===== src/rtl/vector_seq.sv =====
// Vector-list sequencer feeding the linedraw rasteriser: walks a list of
// {eol, draw, x, y} entries per frame, tracks the pen and issues one line per draw entry.
module vector_seq #(
  parameter int ADDR_W    = 8,
  parameter int BASE_ADDR = 0
) (
  input  logic              clk,
  input  logic              rst,
  input  logic              frame_start,
  output logic [ADDR_W-1:0] mem_addr,
  input  logic [17:0]       mem_data,
  input  logic              busy,
  output logic              go,
  output logic [7:0]        stax,
  output logic [7:0]        stay,
  output logic [7:0]        endx,
  output logic [7:0]        endy,
  output logic              active,
  output logic              frame_done,
  output logic              list_err
);

  localparam logic [ADDR_W-1:0] BASE      = ADDR_W'(BASE_ADDR);
  localparam logic [ADDR_W-1:0] LAST_ADDR = '1;

  typedef enum logic [2:0] {
    S_IDLE,
    S_FETCH,
    S_LATCH,
    S_ISSUE,
    S_HOLD,
    S_WAIT,
    S_DONE
  } state_t;

  state_t            state;
  logic [ADDR_W-1:0] ptr;
  logic [7:0]        pen_x;
  logic [7:0]        pen_y;
  logic              last_eol;
  logic              last_ovf;

  logic       ent_eol;
  logic       ent_draw;
  logic [7:0] ent_x;
  logic [7:0] ent_y;
  logic       at_end;

  assign ent_eol  = mem_data[17];
  assign ent_draw = mem_data[16];
  assign ent_x    = mem_data[15:8];
  assign ent_y    = mem_data[7:0];
  assign at_end   = (ptr == LAST_ADDR);
  assign mem_addr = ptr;

  always_ff @(posedge clk) begin
    if (rst) begin
      state      <= S_IDLE;
      ptr        <= BASE;
      pen_x      <= 8'd0;
      pen_y      <= 8'd0;
      last_eol   <= 1'b0;
      last_ovf   <= 1'b0;
      go         <= 1'b0;
      active     <= 1'b0;
      frame_done <= 1'b0;
      list_err   <= 1'b0;
      stax       <= 8'd0;
      stay       <= 8'd0;
      endx       <= 8'd0;
      endy       <= 8'd0;
    end else begin
      go         <= 1'b0;
      frame_done <= 1'b0;
      list_err   <= 1'b0;
      case (state)
        S_IDLE: begin
          if (frame_start) begin
            ptr    <= BASE;
            pen_x  <= 8'd0;
            pen_y  <= 8'd0;
            active <= 1'b1;
            state  <= S_FETCH;
          end
        end
        S_FETCH: state <= S_LATCH;
        S_LATCH: begin
          // Termination is remembered here so WAIT can decide without re-reading memory.
          pen_x    <= ent_x;
          pen_y    <= ent_y;
          last_eol <= ent_eol;
          last_ovf <= at_end;
          if (ent_draw) begin
            stax  <= pen_x;
            stay  <= pen_y;
            endx  <= ent_x;
            endy  <= ent_y;
            go    <= 1'b1;
            state <= S_ISSUE;
          end else if (ent_eol || at_end) begin
            frame_done <= 1'b1;
            list_err   <= at_end & ~ent_eol;
            state      <= S_DONE;
          end else begin
            ptr   <= ptr + ADDR_W'(1);
            state <= S_FETCH;
          end
        end
        S_ISSUE: state <= S_HOLD;
        // The drawer only raises busy one cycle after go, so HOLD never samples it.
        S_HOLD:  state <= S_WAIT;
        S_WAIT: begin
          if (!busy) begin
            if (last_eol || last_ovf) begin
              frame_done <= 1'b1;
              list_err   <= last_ovf & ~last_eol;
              state      <= S_DONE;
            end else begin
              ptr   <= ptr + ADDR_W'(1);
              state <= S_FETCH;
            end
          end
        end
        S_DONE: begin
          active <= 1'b0;
          state  <= S_IDLE;
        end
        default: begin
          active <= 1'b0;
          state  <= S_IDLE;
        end
      endcase
    end
  end

endmodule


===== config.mk =====
export PLATFORM = sky130hd
export DESIGN_NAME = vector_seq
export DESIGN_NICKNAME = d
export VERILOG_FILES = /design/src/rtl/vector_seq.sv
export SDC_FILE = /design/constraint.sdc
export NUM_CORES = 1
export LEC_CHECK = 0
export CELL_PAD_IN_SITES_DETAIL_PLACEMENT = 0
export CELL_PAD_IN_SITES_GLOBAL_PLACEMENT = 2
export CORE_MARGIN = 2
export CORE_UTILIZATION = 28
export CTS_CLUSTER_DIAMETER = 120
export CTS_CLUSTER_SIZE = 25
export DETAILED_ROUTE_END_ITERATION = 10
export GPL_TIMING_DRIVEN = 0
export PLACE_DENSITY_LB_ADDON = 0.2
export SLEW_MARGIN = 25
export SYNTH_ARGS = -nofsm -noshare
export SYNTH_HDL_FRONTEND = slang
export SYNTH_SLANG_ARGS = --single-unit

===== constraint.sdc =====
create_clock -name clk -period 2.15 [get_ports clk]
set_input_delay 0.645 -clock clk [delete_from_list [all_inputs] [get_ports clk]]
set_output_delay 0.645 -clock clk [all_outputs]
set_load 0.01 [all_outputs]

---- Yosys cells after proc, flatten, opt, wreduce, memory -nomap -nowiden ----
Index checks and enable logic that the tools add are counted.
operators by class
  bitwise gates (word level) .............. 6
  muxes and demuxes ....................... 27
  add/sub/neg operators ................... 1
  reduce and logical (&&, ||, !) cells .... 12
  eq/ne operators ......................... 11
operator list
  cell                 number
  $mux 8               5
  $pmux 8 s2           2
  $pmux 8 s3           1
  $pmux 3 s6           1
  $mux 3               5
  $mux 1               10
  $ne 2x2->1 const B   5
  $add 8x1->8 const B  1
  $eq 8x8->1 const B   1
  $reduce_and 2->1     4
  $eq 3x2->1 const B   2
  $eq 3x3->1 const B   2
  $pmux 1 s2           3
  $reduce_and 6->1     1
  $reduce_or 5->1      1
  $not 1->1            4
  $eq 3x1->1 const B   1
  $logic_not 3->1      1
  $reduce_bool 3->1    1
  $and 1x1->1          2
  $logic_or 1x1->1     2
  $reduce_bool 2->1    1
  $reduce_or 2->1      1
word-level totals
  bits in registers ....................... 65
  output and inout port bits .............. 44
  word-level logic and storage cells ...... 71

---- Longest topological paths before layout ----
  depth in word-level cells ............... 5
  mapped depth ............................ 7
  mapped depth without buffers ............ 6

---- Worst setup path after synthesis ----
OpenSTA, ideal clock, no wires.
  kind .................................... input -> register
  start point ............................. input frame_start
  end point ............................... register ptr[6], in the netlist mem_addr[6]
  setup slack ............................. 0.355 ns
  buffers on the path ..................... 0
  data arrival time ....................... 1.675 ns
  cell stages on the path ................. 5
  cell sequence ........................... or4_4 o211ai_2 a211oi_4 nor3b_2 a211o_1
between the ends
  cells in the longest elaborated chain, start to end .. 2
RTL lines
  element                     line  text
  from (decl)                 9     input logic frame_start,
  $ne 2x2->1 (no line)        --
  $reduce_and 6->1 (no line)  --
  to (signal assigned)        105   ptr <= ptr + ADDR_W'(1);
  to (signal assigned)        119   ptr <= ptr + ADDR_W'(1);
  to (decl)                   37    logic [ADDR_W-1:0] ptr;
No other way between the ends.
A chain may end at the register's enable or synchronous reset.

---- Worst setup path after layout ----
  start point ............................. input frame_start
  end point ............................... register ptr[7], in the netlist mem_addr[7]
The elaborated chain is that of the path after synthesis.

==> impl_metrics.env <==
export IMPL_post_cts_buffers=0
export IMPL_max_stage_delay_ps=490
export IMPL_critPathCaptureType="flip-flop"
export IMPL_cp_top_family="simple AND/OR/NAND/NOR gates"
export IMPL_grt_max_degree=11
export IMPL_clk_pin_slew_ps=60
export IMPL_design_portCount=66
export IMPL_synth_area_um2=2550
export IMPL_antenna_found_initial=0
export IMPL_hold_buffers=0
export IMPL_ir_drop_mv=0.309
export IMPL_drv_slew=0
export IMPL_synth_cells=302
export IMPL_layout_drive_gt1_share_pct=11.0
export IMPL_grt_pass1_wl_um=12000
export IMPL_final_hold_viol_count=0
export IMPL_postRouteAntennaNets=0
export IMPL_ys_top_cells_by_area="dfxtp_1, nand2_1, a21oi_1, a22oi_1, nor2_1"
export IMPL_fin_skew_ps=8.92
export IMPL_holdWs_ps=451
export IMPL_synth_area_leader_cell="dfxtp_1"
export IMPL_min_path_type="flip-flop to flip-flop"
export IMPL_tightest_slew_ps=527
export IMPL_power_frac_comb_pct=18.9
export IMPL_gp_congestion=0.745
export IMPL_p_leak_nw=1.22
export IMPL_fin_ws_ps=93.2
export IMPL_async_flop_share_pct=0
export IMPL_fin_cells=490
export IMPL_clk_path_buf_depth=2
export IMPL_num_vias=2383
export IMPL_sw_frac_of_total_pct=28.6
export IMPL_die_area_um2=9880
export IMPL_cap_violations=0
export IMPL_avgSynthCellArea_um2=8.44
export IMPL_clkLatencyLatePin_ps=340
export IMPL_grt_pass1_vias=2275
export IMPL_p_clk_share_pct=34.6
export IMPL_worstSetupPathType="input port to flip-flop"
export IMPL_portBuffers=65
export IMPL_synth_enable_flop_cells=0
export IMPL_power_density_nw_per_um2=796
export IMPL_cp_num_buf_inv=1
export IMPL_crit_fanout=9
export IMPL_n_antenna_cell=0
export IMPL_initial_core_util_pct=29.1
export IMPL_wl_um=7480
export IMPL_hpwl_um=5260
export IMPL_drtIter0Drc=124
export IMPL_setup_viol=0
export IMPL_ys_seq_area_share_pct=51.1
export IMPL_viasPerCell=4.86
export IMPL_period_minus_slack_ps=2060
export IMPL_syn2layout_area_growth_pct=38.5
export IMPL_yosysWarningCount=0
export IMPL_startpoint_type="input port"
export IMPL_post_place_ws_ps=-390
export IMPL_p_total_w=0.00281
export IMPL_overflow=0
export IMPL_synth_cell_types=47
export IMPL_crit_chain="clkdlybuf4s50_1, or4_4, o211ai_2, a211oi_4, and3_1, a221o_1"
export IMPL_cts_resized=1
export IMPL_cts_tree="built"
export IMPL_fin_crit_sh_pct=95.7
export IMPL_relSlewSlack_pct=64.9
export IMPL_dr_pass1_iters=4
export IMPL_grt_util_all_layers_pct=15.8
export IMPL_fmaxAchievable_mhz=486
export IMPL_num_rows=34
export IMPL_synth_ff_type="dfxtp_1"
export IMPL_cts_root_buf="clkbuf_8"
export IMPL_status="complete, no violations"
export IMPL_die_width_um=99.4
export IMPL_core_area_um2=8760
export IMPL_die_h_um=99.4
export IMPL_cts_buffers=9
export IMPL_seqPwrFrac_pct=46.4
export IMPL_p_sw_w=0.000803
export IMPL_wl_per_cell_um=15.3
export IMPL_htreeDepth=3
export IMPL_syn_nets=325
export IMPL_num_nets_final=401
export IMPL_numClockSinks=65
export IMPL_rsz0062_at_grt="false"
export IMPL_cp_arrival_ps=2280
export IMPL_dpl_cell_count=475
export IMPL_setup_tns_ps=0
export IMPL_internal_power_w=0.00201
export IMPL_synth_top_area_share_pct=51.1
export IMPL_remaining_drc_errors=0
export IMPL_required_ps=2370
export IMPL_cp_slowest_cell="clkdlybuf4s50_1"
export IMPL_synth_seq_cells=65
kinds of logic (layout without fill, tap and decap cells):
logic type,count (synthesis),in the layout,share of synthesized area [%]
DFF,65,65,51.1
adders and majority gates,1,1,0.491
buffers and inverters,20,100,3.44
AOI/OAI and AO/OA,87,87,21.9
and+or+nand+nor,128,128,22.7
muxes,1,1,0.442
final timing paths:
kind	start	to	slack, ps	cells after the start
min reg2reg	pen_y[7]	stay[7]	450	2
min	pen_y[7]	stay[7]	450	2
max reg2reg	state[1]	mem_addr[6]	220	5
max	frame_start	mem_addr[7]	90	6
metal layers:
layer  track usage [%]  wire [um]  vias to the layer above  part of all wire (%)
li1                  -          -                     1201                     -
met1              21.9       3680                     1116                    49
met2              23.9       3370                       57                    45
met3              3.79        359                        9                   4.8
met4              5.69         74                        0                  0.99
met5                 0          0                        -                     0
state kept, by name (all words and copies together) (netlist names), 3 cells and up:
| register | flops |
|---|---|
| endy | 8 |
| endx | 8 |
| stax | 8 |
| state | 3 |
| stay | 8 |
| mem_addr | 8 |
| pen_y | 8 |
| pen_x | 8 |
tightest hold or removal path, cell delays in order, from the launching register on:
cell and delay (ps):
dfxtp_1 310, nand2_1 50, a21oi_1 50
metrics by stage:
step	cell area [um^2]	util, %
after floorplan	2550	-
after global placement	3330	38.0
after detailed placement	3330	38.0
after CTS	3510	40.1
after global routing	3530	40.3
final	3530	40.3
synthesized netlist by cell type, types with 3 or more instances:
cell type / count
and3_1: 3
o21ai_0: 4
a21boi_0: 3
dfxtp_1: 65
buf_2: 4
nor2_1: 27
clkbuf_1: 14
a21oi_1: 43
nand3_1: 5
a31oi_1: 4
a22oi_1: 16
nand2_1: 75
cell usage in the layout, fill, tap and decap left out, types with 2 or more instances in the layout:
| cell type | count |
|---|---|
| nand2_1 | 75 |
| dfxtp_1 | 65 |
| clkdlybuf4s50_1 | 65 |
| a21oi_1 | 43 |
| nor2_1 | 27 |
| a22oi_1 | 16 |
| clkbuf_8 | 9 |
| clkbuf_1 | 8 |
| clkbuf_2 | 8 |
| nand3_1 | 5 |
| buf_2 | 4 |
| o21ai_0 | 4 |
| and3_1 | 3 |
| a31oi_1 | 3 |
| a21boi_0 | 3 |
| clkinv_2 | 3 |
| a21o_1 | 2 |
| nor2b_1 | 2 |
| nand3b_1 | 2 |
power by group through the flow:
| stage | Clock (W) | Sequential, W | Combinational (W) |
|---|---|---|---|
| finish | 0.000973 | 0.00130 | 0.000532 |
| global route | 0.00105 | 0.00131 | 0.000589 |
| CTS | 0.00101 | 0.00131 | 0.000529 |
| detailed placement | 0 | 0.00133 | 0.000524 |
| global placement | 0 | 0.00133 | 0.000525 |
| floorplan | 0 | 0.00133 | 0.000311 |
area by class of cell:
class	instances	area [um^2]
plain buffers	19	93.8
fillers	927	5230
clock buffers	11	131
clock inverters	4	45.0
repair buffers	65	651
well taps	108	135
flip-flops and latches	65	1300
inverters	1	3.75
multi-input cells	217	1170
No activity file was read; power rests on OpenSTA's default activity.
==> RTL edit 1, RTL diff (config.mk and constraints unchanged) <==
Reset style: asynchronous (`rst`), changed in one clocked block.
--- a/src/rtl/vector_seq.sv
+++ b/src/rtl/vector_seq.sv
@@ -55,3 +55,3 @@
 
-  always_ff @(posedge clk) begin
+  always_ff @(posedge clk or posedge rst) begin
     if (rst) begin
Behaviour: differs if rst is asserted again (counterexample within 4 cycles, from zero or initial values and one cycle with rst high); with rst held inactive, the same outputs for 10 cycles.
==> RTL edit 1 against the unedited design <==
- register-to-register slack worse by 0.12 ns
- first-iteration DRC count decreased by 68%
- die area increased by 6.8%
- via count is 20% lower
- non-clock buffer count shrank 5
- setup slack better by 0.011 ns
- routed wire length decreased by 16%
- sequential cell count unchanged
- design area rose by 9.4%
- area after synthesis rose by 7.1%
- count of clock-buffer cells in the layout fell by 1
- clock skew about the same
Power is not compared: it rests on default switching activity, and its combinational part moved more than twofold at a synthesized area within 25%.
==> RTL edit 1: results (changes against the unedited design) <==
[sta]
slew_headroom_pct=52.9  ; -12 points
finalClockSkew_ns=0.00875  ; -0.000167 ns

[clock_network]
clk_latency_ns=0.34  ; about the same
post_cts_buffers=0  ; unchanged
h-tree-depth=3  ; unchanged
cts_made_buffers=9  ; unchanged
root_buffer=clkbuf_8
clk_pin_slew_worst_paths_ns=0.08  ; +0.02 ns
cts_max_path_buffers=2  ; unchanged

[worst_setup_path]
reg2reg_setup_slack_ns=0.10  ; -0.12 ns
critPathArrivalTime_ns=2.27
crit_start=mem_addr[0]
cp_slowest_stage_delay_ns=0.43  ; -0.06 ns
cp_max_fo=9  ; unchanged
r2r-end=mem_addr[5]
crit_family=compound AO/OA/AOI/OAI gates
worstSetupPathType=flip-flop to flip-flop
slowest_stage=dfrtp_1
reg2regPathDepth=6  ; +1

[detailed_routing]
drt_iter0_markers=40  ; -68%
dr.pass1.iters=4  ; unchanged
totalWireLength_um=6310  ; -16%
num_vias=1898  ; -20%

[power]
vdd_drop_max_v=0.000429
power_switching_share_pct=31.3
leakagePower_nw=1.70

[synthesis]
ys_seq_area_share_pct=59.6  ; +8.5 points
ys_warn_count=0  ; unchanged
synth_area_leaders=dfrtp_1 60%, mux2_2 13%, a22o_1 6.1%
netlist_top_cells_count=65 x dfrtp_1, 32 x mux2_2, 19 x a22o_1
synth-async-reset-ratio_pct=100  ; +100 points
synth_cell_type_count=39  ; -17%
syn_nets=226  ; -30%

[placed_design]
dpl-instance-area_sq_um=3630  ; +9.0%
hpwlAfterDp_um=4470  ; -15%
place.gp.congestion=0.675  ; -9.5%
portBuffers=65  ; unchanged

[grt]
grt_max_degree=19  ; +8
grt_pass1_wl_um=10200  ; -15%
antenna_found_initial=0  ; unchanged
track_usage_pct=12.9  ; -2.8 points

[status]
status=completed

[layout]
fillers=975  ; +5.2%
final_layout_size_suffix_gt1_share_pct=25.1  ; +14 points
layout.nets=305  ; -24%
n_antenna_cell=0  ; unchanged

[worst_hold_path]
hold_class=flip-flop to flip-flop
hold_start=pen_x[2]

==> RTL edit 1: cells by family after synthesis <==
kind of cell | share of synthesized area [%]
mux | 14.0
buf+inv | 4.17
fa+ha+maj | 0.458
flops | 59.6
compound gates | 14.7
simple gates | 7.10
==> RTL edit 1: worst min-delay path by stage <==
stage,endpoint,depth (start not counted)
final,pen_x[2],1
after floorplan,pen_x[7],1
after global routing,pen_x[1],1
after CTS,stax[5],1
after global placement,pen_y[0],1
after detailed placement,pen_x[3],1
==> RTL edit 1: worst register-to-register path, stage by stage (launching register included) <==
cell	delay, ns
dfrtp_1	0.43
ha_1	0.26
and3_1	0.22
a211o_1	0.30
buf_6	0.15
a221o_1	0.35
a22o_1	0.22
==> RTL edit 1: power by group through the flow <==
| stage | logic (W) | clock network (W) | registers (W) |
|---|---|---|---|
| 2_1_floorplan | 0.00103 | 0 | 0.00212 |
| 3_3_place_gp | 0.00209 | 0 | 0.00200 |
| 3_5_place_dp | 0.00214 | 0 | 0.00201 |
| 4_1_cts | 0.00215 | 0.00122 | 0.00199 |
| 5_1_grt | 0.00230 | 0.00127 | 0.00205 |
| 6_report | 0.00210 | 0.00117 | 0.00198 |
==> RTL edit 1: timing repair <==
item | CTS | global route
endpoints found under the hold margin | 0 | 0
setup endpoints to repair | 0 | 11
gates resized for setup | 0 | 2
==> RTL edit 1: through the flow <==
step	setup slack (ns)	setup TNS [ns]	utilization [%]	std cells	hold slack [ns]
after detailed placement	-0.342	-10.84	37.7	404	0.477
final	0.104	0	40.1	420	0.498
after global placement	-0.313	-18.34	36.8	401	0.478
after CTS	0.00402	0	40.1	420	0.499
after floorplan	0.195	0	-	203	0.460
after global routing	0.0247	0	40.1	420	0.521
==> RTL edit 1: final cells by class <==
type,count,area [sq um],area share (%)
Timing Repair Buffer,68,733,19.0
Multi-Input combinational cell,118,990,25.6
Sequential cell,65,1630,42.1
Clock buffer,10,138,3.56
Tap cell,133,166,4.31
Clock inverter,6,90.1,2.33
Buffer,11,81.3,2.11
Inverter,9,37.5,0.972
==> RTL edit 1: layer usage <==
| layer | global-route usage (%) | vias to the layer above | routed length (um) |
|---|---|---|---|
| li1 | - | 911 | - |
| met1 | 18.2 | 929 | 3150 |
| met2 | 19.0 | 48 | 2790 |
| met3 | 2.98 | 10 | 243 |
| met4 | 6.07 | 0 | 132 |
| met5 | 0 | - | 0 |
==> RTL edit 2, RTL diff (same settings) <==
Without the edit above. Set the parameter `ADDR_W` to 10 (it was 8).
--- a/src/rtl/vector_seq.sv
+++ b/src/rtl/vector_seq.sv
@@ -3,3 +3,3 @@
 module vector_seq #(
-  parameter int ADDR_W    = 8,
+  parameter int ADDR_W    = 10,
   parameter int BASE_ADDR = 0
Interface: changed (resized mem_addr); port bits go from 66 to 68. No check against the original RTL was run, so the function may have changed too.
==> RTL edit 2 against the unedited design <==
- area after synthesis up 5.9%
- routed wire length up 2.9%
- combinational power down 27%
- sequential cell count up 2
- utilization up 0.25 points
- first-iteration DRC count down 9.7%
- power down 3.0%
- hold slack worse by 0.0040 ns
- setup slack better by 0.0056 ns
- critical path depth down 5
- design area up 6.6%
- highest routed layer unchanged
==> RTL edit 2: results (changes against the unedited design) <==
[worst_setup_path]
reg2reg_setup_slack_ns=0.24  ; +0.02 ns
cp_max_fo=8  ; -1
crit_family=buffers and inverters
critPathArrivalTime_ns=1.41  ; -0.87 ns
reg2regPathDepth=7  ; +2
cp_slowest_stage_delay_ns=0.59  ; +0.10 ns

[power]
clock_net_power_w=0.00104  ; +7%
leakagePower_nw=1.26  ; +3.3%
power.density_nw_per_um2=724  ; -9.0%
internal_power_w=0.00197  ; -1.6%
vdd_drop_max_v=0.000269  ; -13%

[layout]
clock_buffers=10  ; -1
fillers=1008  ; +8.7%
inv_count=9  ; +8
final_layout_size_suffix_gt1_share_pct=9.51  ; -1.5 points
ff_latch_area_sq_um=1340  ; +3.1%
multi_input_cells=227  ; +4.6%
nonClkBufAreaFrac_pct=21.2  ; +0.13 points
seq_cells=67  ; +3.1%
multi_input_area_sq_um=1240  ; +5.7%
layout.nets=428  ; +6.7%
nonClockBufferCount=91  ; +8.3%
seq_area_share_pct=35.6  ; -1.2 points

[sta]
finalClockSkew_ns=0.00973  ; +0.000810 ns
hold_viol=0  ; unchanged
fin_crit_sh_pct=95.4  ; -0.26 points
slew_headroom_pct=64.3  ; -0.61 points
whs_ns=0.447  ; -0.00400 ns

[grt]
grt_pass1_vias=2431  ; +6.9%
use_met3_pct=4.04  ; +0.24 points
grt_pass1_wl_um=12600  ; +4.7%
grt_use_met2_pct=24.4  ; +0.54 points
grt_util_met1_pct=21.3  ; -0.61 points

[detailed_routing]
drt_iter0_markers=112  ; -9.7%
totalWireLength_um=7700  ; +2.9%
wire_per_inst_um=14.3  ; -6.4%
wl_met2_um=3470  ; +2.7%
wl_met3_um=331  ; -7.8%

[synthesis]
synth.avg_cell_area_sq_um=8.30  ; -1.6%
syn_nets=348  ; +7.1%
synth_cell_type_count=44  ; -6.4%
netlist_top_cells_count=73 x nand2_1, 67 x dfxtp_1, 40 x a21oi_1
synth_area_leaders=dfxtp_1 50%, nand2_1 10%, a21oi_1 7.4%
ys_seq_area_share_pct=49.7  ; -1.4 points
syn_inst=325  ; +7.6%

[placed_design]
preCtsSetupSlack_ns=-0.379  ; +0.0107 ns
hpwlAfterDp_um=5500  ; +4.7%
dp.cells=521  ; +9.7%
dpl-instance-area_sq_um=3530  ; +5.9%
place.gp.congestion=0.758  ; +1.7%
portBuffers=67  ; +3.1%

[clock_network]
cts_max_path_buffers=2  ; unchanged
clk_pin_slew_worst_paths_ns=0.08  ; +0.02 ns

[status]
status=completed

-- RTL edit 2: changes by cell type in the layout (fill, tap and decap cells not counted), sizes merged, moves of 3 or more --
cell    delta
inv        +9
nor2b      +6
nor2       +5
o21ai      +5
o31ai      +5
a21boi     -3
a21oi      -3
-- RTL edit 2: cell families (layout without fill, tap and decap cells) --
kind of cell             after synthesis  in the layout  synth area share (%)
AO/OA/AOI/OAI                         90             90                  22.7
buffers and inverters                 31            116                  5.05
adder cells (fa/ha/maj)                1              1                 0.464
flip-flops                            67             67                  49.7
AND/OR/NAND/NOR                      136            136                  22.1
-- RTL edit 2: worst paths after layout --
kind	start	to
worst max-delay path	mem_addr[6]	mem_addr[6]
worst max register to register	state[2]	stay[5]
worst min-delay path	pen_x[7]	stax[7]
worst min register to register	pen_x[7]	stax[7]
-- RTL edit 2: timing repair --
| item | in CTS | in global routing |
|---|---|---|
| gates resized for setup | 1 | 17 |
| setup buffers | 0 | 2 |
| setup endpoints to repair | 5 | 54 |
| pin swaps | 0 | 0 |
